<file path="src/rtl/divider_8.sv">
// Iterative unsigned restoring divider: Q = A / B, R = A % B.
// One shift-and-subtract step per clock. A start/busy/done handshake
// connects it to the controlling FSM. Dividing by zero returns
// Q = all ones, R = A and sets dz.
module divider_8 #(
  parameter int WIDTH = 8
) (
  input  logic             clk,
  input  logic             rst,
  input  logic             start,
  input  logic [WIDTH-1:0] A,
  input  logic [WIDTH-1:0] B,
  output logic             busy,
  output logic             done,
  output logic [WIDTH-1:0] Q,
  output logic [WIDTH-1:0] R,
  output logic             dz
);

  localparam int CNT_W = (WIDTH > 1) ? $clog2(WIDTH) : 1;
  localparam logic [CNT_W-1:0] LAST = CNT_W'(WIDTH - 1);

  typedef enum logic [1:0] {IDLE, RUN, DONE} state_t;

  state_t           state;
  logic [WIDTH-1:0] q_acc;
  logic [WIDTH-1:0] r_acc;
  logic [WIDTH-1:0] b_reg;
  logic [CNT_W-1:0] cnt;
  logic             dz_acc;

  logic [WIDTH-1:0] r_shift;
  logic [WIDTH:0]   trial;
  logic             accept;

  // The partial remainder is always below 2^(WIDTH-1) before it is shifted,
  // so dropping r_acc's MSB loses nothing. The trial subtract is one bit wider,
  // and its top bit is the borrow that decides whether to restore.
  assign r_shift = {r_acc[WIDTH-2:0], q_acc[WIDTH-1]};
  assign trial   = {1'b0, r_shift} - {1'b0, b_reg};

  // A new division is accepted only from IDLE or DONE. A start during RUN is ignored.
  assign accept  = start && (state == IDLE || state == DONE);

  // Datapath: latch the operands on accept, then do one restoring step per RUN cycle.
  always_ff @(posedge clk) begin
    if (accept) begin
      b_reg <= B;
      if (B == '0) begin
        q_acc <= '1;
        r_acc <= A;
      end else begin
        q_acc <= A;
        r_acc <= '0;
      end
    end else if (state == RUN) begin
      if (!trial[WIDTH]) begin
        r_acc <= trial[WIDTH-1:0];
        q_acc <= {q_acc[WIDTH-2:0], 1'b1};
      end else begin
        r_acc <= r_shift;
        q_acc <= {q_acc[WIDTH-2:0], 1'b0};
      end
    end
  end

  // Control FSM: iteration count, handshake outputs, and result registers committed on DONE.
  always_ff @(posedge clk) begin
    if (rst) begin
      state  <= IDLE;
      cnt    <= '0;
      busy   <= 1'b0;
      done   <= 1'b0;
      Q      <= '0;
      R      <= '0;
      dz     <= 1'b0;
      dz_acc <= 1'b0;
    end else begin
      done <= 1'b0;
      if (state == DONE) begin
        done <= 1'b1;
        Q    <= q_acc;
        R    <= r_acc;
        dz   <= dz_acc;
      end
      if (accept) begin
        cnt    <= '0;
        dz_acc <= (B == '0);
        busy   <= 1'b1;
        state  <= (B == '0) ? DONE : RUN;
      end else begin
        case (state)
          RUN: begin
            cnt <= cnt + 1'b1;
            if (cnt == LAST) state <= DONE;
          end
          DONE: begin
            state <= IDLE;
            busy  <= 1'b0;
          end
          default: ;
        endcase
      end
    end
  end

endmodule

</file>
<file path="config.mk">
export PLATFORM = sky130hd
export DESIGN_NAME = divider_8
export DESIGN_NICKNAME = d
export VERILOG_FILES = /design/src/rtl/divider_8.sv
export SDC_FILE = /design/constraint.sdc
export NUM_CORES = 1
export LEC_CHECK = 0
export CORE_ASPECT_RATIO = 1.75
export CORE_MARGIN = 2
export CORE_UTILIZATION = 35
export CTS_BUF_LIST = sky130_fd_sc_hd__clkbuf_16
export DETAILED_ROUTE_END_ITERATION = 10
export PLACE_DENSITY_LB_ADDON = 0.1
export SLEW_MARGIN = 40
export SYNTH_ARGS = -nofsm -noshare
export SYNTH_HDL_FRONTEND = slang
export SYNTH_SLANG_ARGS = --single-unit
</file>
<file path="constraint.sdc">
create_clock -name clk -period 2.36 [get_ports clk]
set_clock_uncertainty 0.05 [all_clocks]
set_input_delay 0.59 -clock clk [delete_from_list [all_inputs] [get_ports clk]]
set_output_delay 0.59 -clock clk [all_outputs]
set_load 0.02 [all_outputs]
</file>
; Word level (Yosys, flattened, before mapping)
; Index checks and enable logic that the tools add are counted.
[op_classes]
n_addsub = 2
n_mul = 0
div = 0
n_lt_le_gt_ge = 0
eq_ne = 4
shifts = 0
mux = 15
n_bitwise = 0
reduce_logical = 9
[op_table]
columns = op, count
row1 = $mux 8, 7
row2 = $sub 8x8->9, 1
row3 = $logic_not 8->1, 1
row4 = $mux 2, 3
row5 = $mux 1, 4
row6 = $pmux 2 s2, 1
row7 = $reduce_bool 2->1, 2
row8 = $add 3x1->3 const B, 1
row9 = $eq 3x3->1 const B, 1
row10 = $ne 3x2->1 const B, 1
row11 = $reduce_bool 3->1, 1
row12 = $eq 2x1->1 const B, 1
row13 = $eq 2x2->1 const B, 1
row14 = $logic_not 2->1, 1
row15 = $reduce_and 2->1, 1
row16 = $reduce_or 2->1, 1
row17 = $logic_and 1x1->1, 1
row18 = $logic_or 1x1->1, 1
[word_totals]
ff_bits = 49
latch_bits = 0
ram_bits = 0
mem_bits_ro = 0
input_bits = 19
out_inout_bits = 19
word_cells = 41
memories = 0

; Depth between registers and ports, before layout
[logic_depth]
ltp_word = 5
ltp_mapped = 8
depth_no_buf = 8

; Worst setup path before layout
; Ideal clock, no wire load.
[synth_path]
kind = register -> register
startpoint = register state[0]
endpoint = register q_acc[0] (enable)
setup_ps = 411
arrival_time_ps = 1727
t_required_ps = 1899
slack_ps = 172
stages_incl_launch_ff = 4
n_path_buf = 1
cell_sequence = dfxtp_1 > buf_2 > inv_1 > o21ai_0
[synth_between]
elab_chain_cells = 4
word_cells_on_any_way = 6
classes_between = 2 x eq/ne / 4 x reduce/logical
[synth_rtl]
columns = item, line
row1 = start: declaration, 25  ; state_t state;
row2 = start signal: assignment, 90  ; state <= (B == '0) ? DONE : RUN;
row3 = $eq 2x2->1 or $logic_not 2->1 (tied branches), 43  ; assign accept = start && (state == IDLE || state == DONE);
row4 = $logic_or 1x1->1, 43
row5 = $logic_and 1x1->1, 43
row6 = $reduce_bool 2->1 (no line) (*), --
row7 = end signal: assignment, 59  ; q_acc <= {q_acc[WIDTH-2:0], 1'b1};
row8 = end signal: assignment, 62  ; q_acc <= {q_acc[WIDTH-2:0], 1'b0};
row9 = end: declaration, 26  ; logic [WIDTH-1:0] q_acc;
; Mark *: on every way between the ends. The rest lies on a longest branch, timed or not.
; A chain may end at the register's enable or synchronous reset.

; Final worst setup path
[layout_path]
startpoint = register q_acc[7]
endpoint = register r_acc[7], data pin
[layout_between]
elab_chain_cells = 4
[layout_rtl]
columns = item, line
row1 = $sub 8x8->9, 40  ; assign trial = {1'b0, r_shift} - {1'b0, b_reg};
row2 = $mux 8, 57  ; if (!trial[WIDTH]) begin
row3 = $mux 8, 56  ; end else if (state == RUN) begin
row4 = $mux 8, 47  ; if (accept) begin
row5 = end signal: assignment, 58  ; r_acc <= trial[WIDTH-1:0];
row6 = end signal: assignment, 61  ; r_acc <= r_shift;
row7 = end: declaration, 27  ; logic [WIDTH-1:0] r_acc;
; No other way between the ends. The select of a mux whose other input is x is not followed.

==> results.py <==
metrics = {
    "placed_design": {
        "placedCellCount": 340,
        "place_congestion": 0.763,
        "port_buffers": 37,
        "dp_slack_ns": 0.0508,
        "dp_hpwl_mm": 3.87,
    },
    "cells_and_area": {
        "drive_above_1_share": 0.115,
        "layout.cells.non_filler": 350,
        "fin_util": 0.474,
        "syn_to_final_growth_pct": 29.7,
        "antenna_cells": 0,
        "nets": 299,
    },
    "timing": {
        "setup_tns_ns": 0,
        "layout_setup_ws_ns": 0.119,
        "period_share": 0.950,
        "slew_headroom": 0.572,
        "slew_viol_final": 0,
        "worst_pin_slew_ns": 0.641,
        "hold_viol_final": 0,
        "period_minus_slack_ns": 2.24,
        "rsz0062_at_grt": "no",
        "max_freq_mhz": 446,
        "setup_violations": 0,
    },
    "floorplan": {
        "num_rows": 38,
        "coreArea_mm2": 0.00623,
        "fp.dieW_um": 65.0,
        "die-height_um": 111,
        "dieArea_mm2": 0.00719,
        "floorplan.io_pins": 38,
        "start_util": 0.366,
    },
    "global_route": {
        "grt_max_degree": 26,
        "antenna_found_initial": 0,
        "grt_pass1_wl_mm": 8.67,
        "grt_usage": 0.156,
        "grt_overflow": 0,
        "grt_pass1_vias": 1757,
    },
    "worst_setup_path": {
        "regToRegEndpoint": "r_acc[7]$_DFFE_PP_",
        "critPathKind": "reg -> reg",
        "reg2reg_depth": 9,
        "cp.arrival_ns": 2.33,
        "cpPeakStageDelay_ns": 0.38,
        "startpoint_type": "flip-flop",
        "r2r_start": "q_acc[7]$_DFFE_PP_",
        "cp_slowest_cell": "edfxtp_1",
        "critPathCaptureType": "flip-flop",
        "cp_max_fo": 8,
        "r2r_setup_slack_ns": 0.12,
        "path_cells": "inv_1 > ha_1 > fa_2 > nand2b_4 > a21oi_4 > buf_4 > o21ai_2 > a211o_1 > o21ai_1",
        "required_ns": 2.45,
    },
    "synth": {
        "async_reset_ff_frac": 0,
        "ys_types": 34,
        "ys_top_cells_by_area": "edfxtp_1 (32%), dfxtp_1 (22%), nand2_1 (6.6%)",
        "syn_avg_cell_area_um2": 10.2,
        "synth-seq-area-share": 0.536,
        "synth.largest_area_cell": "edfxtp_1",
        "syn_inst": 224,
        "synth_top_area_share": 0.316,
        "synth_common_cells": "nand2_1 (40), a21oi_1 (27), dfxtp_1 (25)",
        "yosysMostFrequentCell": "nand2_1",
        "synth_edf_count": 24,
        "ys.flop_type": "dfxtp_1",
        "ys.warnings.count": 0,
        "synth_nets": 254,
        "ys_seq_elements": 49,
        "syn_area_mm2": 0.00228,
    },
    "outcome": {
        "outcome": "finished, final reports clean",
    },
    "routing": {
        "wl_mm": 5.18,
        "drt_iter0_drc": 69,
        "drc": 0,
        "dr.pass1.iters": 4,
        "wl_per_cell_um": 14.8,
        "vias": 1758,
        "antenna_left": 0,
        "via_per_inst": 5.02,
    },
    "worst_hold_path": {
        "hold_path_startpoint": "Q[6]$_SDFFE_PP0P_",
        "holdPathStages": 2,
        "hp-class": "reg -> reg",
        "worstHoldEndpoint": "Q[6]$_SDFFE_PP0P_",
    },
    "clock_network": {
        "cts-buffers-inserted": 5,
        "clk_latency_ns": 0.29,
        "cts_tree": "built",
        "path_clk_slew_ns": 0.07,
        "clock-sinks": 49,
        "cts_root_buf": "clkbuf_16",
        "cts_max_level": 2,
        "cts.path.max_buffers": 2,
    },
    "flow_run": {
        "maxCapViolCount": 0,
    },
    "pwr": {
        "power.density_mw_per_mm2": 836,
        "vdd_drop_max_uv": 447,
        "power_leakage_nw": 1.09,
        "p_total_w": 0.00247,
    },
}
logic make-up after synthesis:
group,after synthesis,synth area share
simple gates,68,0.130
compound gates,65,0.193
flops,49,0.536
buf+inv,22,0.0396
fa+ha+maj,11,0.0637
mux,3,0.0143
xor+xnor,6,0.0231
worst max path at each step:
| stage | start | slack [ns] | end | cells past startpoint |
|---|---|---|---|---|
| after floorplan | state[0]$_SDFFE_PP0P_ | 0.17 | q_acc[0]$_DFFE_PP_ | 3 |
| after global placement | q_acc[7]$_DFFE_PP_ | 0.04 | r_acc[1]$_DFFE_PP_ | 8 |
| after detailed placement | q_acc[7]$_DFFE_PP_ | 0.05 | r_acc[1]$_DFFE_PP_ | 8 |
| after CTS | q_acc[7]$_DFFE_PP_ | 0.03 | r_acc[1]$_DFFE_PP_ | 8 |
| after global routing | q_acc[7]$_DFFE_PP_ | 0.007 | r_acc[1]$_DFFE_PP_ | 8 |
| final | q_acc[7]$_DFFE_PP_ | 0.12 | r_acc[7]$_DFFE_PP_ | 9 |
layout make-up:
class,count,area (um2)
tap,80,100
timing repair buffer,48,465
multi-input combinational,153,981
fill,609,3270
clock inverter,3,16.3
clock buffer,5,125
sequential,49,1220
inverter,12,45.0
power by group:
group / internal [W] / switching (W)
registers: 0.00102 / 0.0000739
clock network: 0.000391 / 0.000315
logic: 0.000308 / 0.000364
per-stage QoR:
stage,area [um2],hold slack (ns)
global placement,2780,0.392
CTS,2920,0.405
floorplan,2280,0.382
detailed placement,2780,0.396
finish,2950,0.403
global route,2950,0.437
worst max-delay path: cells and delay by family (launching register included):
kind	cells	cell delay, ns
DFF	1	0.38
and+or+nand+nor	1	0.17
AOI/OAI and AO/OA	4	0.71
buffers and inverters	2	0.20
adders and majority gates	2	0.59
cell usage in the layout (no fill, tap or decap), types with 7 or more instances in the layout:
cell type        instances
clkdlybuf4s50_1         37
o22a_1                   7
nor2_1                  12
ha_1                    10
nand2_1                 40
a21oi_1                 27
edfxtp_1                24
a22oi_1                  7
o21ai_1                  7
inv_1                   13
buf_4                   10
dfxtp_1                 25
what timing repair did:
action,4_1_cts,5_1_grt
setup buffers,0,2
hold buffers,0,0
resized for setup,0,4
endpoints found under the setup margin,0,8
layer usage:
metal | vias to the layer above | global-route usage | routed length, um
met5 | - | 0 | 0
met4 | 0 | 0.0709 | 127
met3 | 8 | 0.0254 | 145
met2 | 33 | 0.278 | 2770
met1 | 838 | 0.178 | 2140
li1 | 879 | - | -
Power figures use the tool's default switching activity.
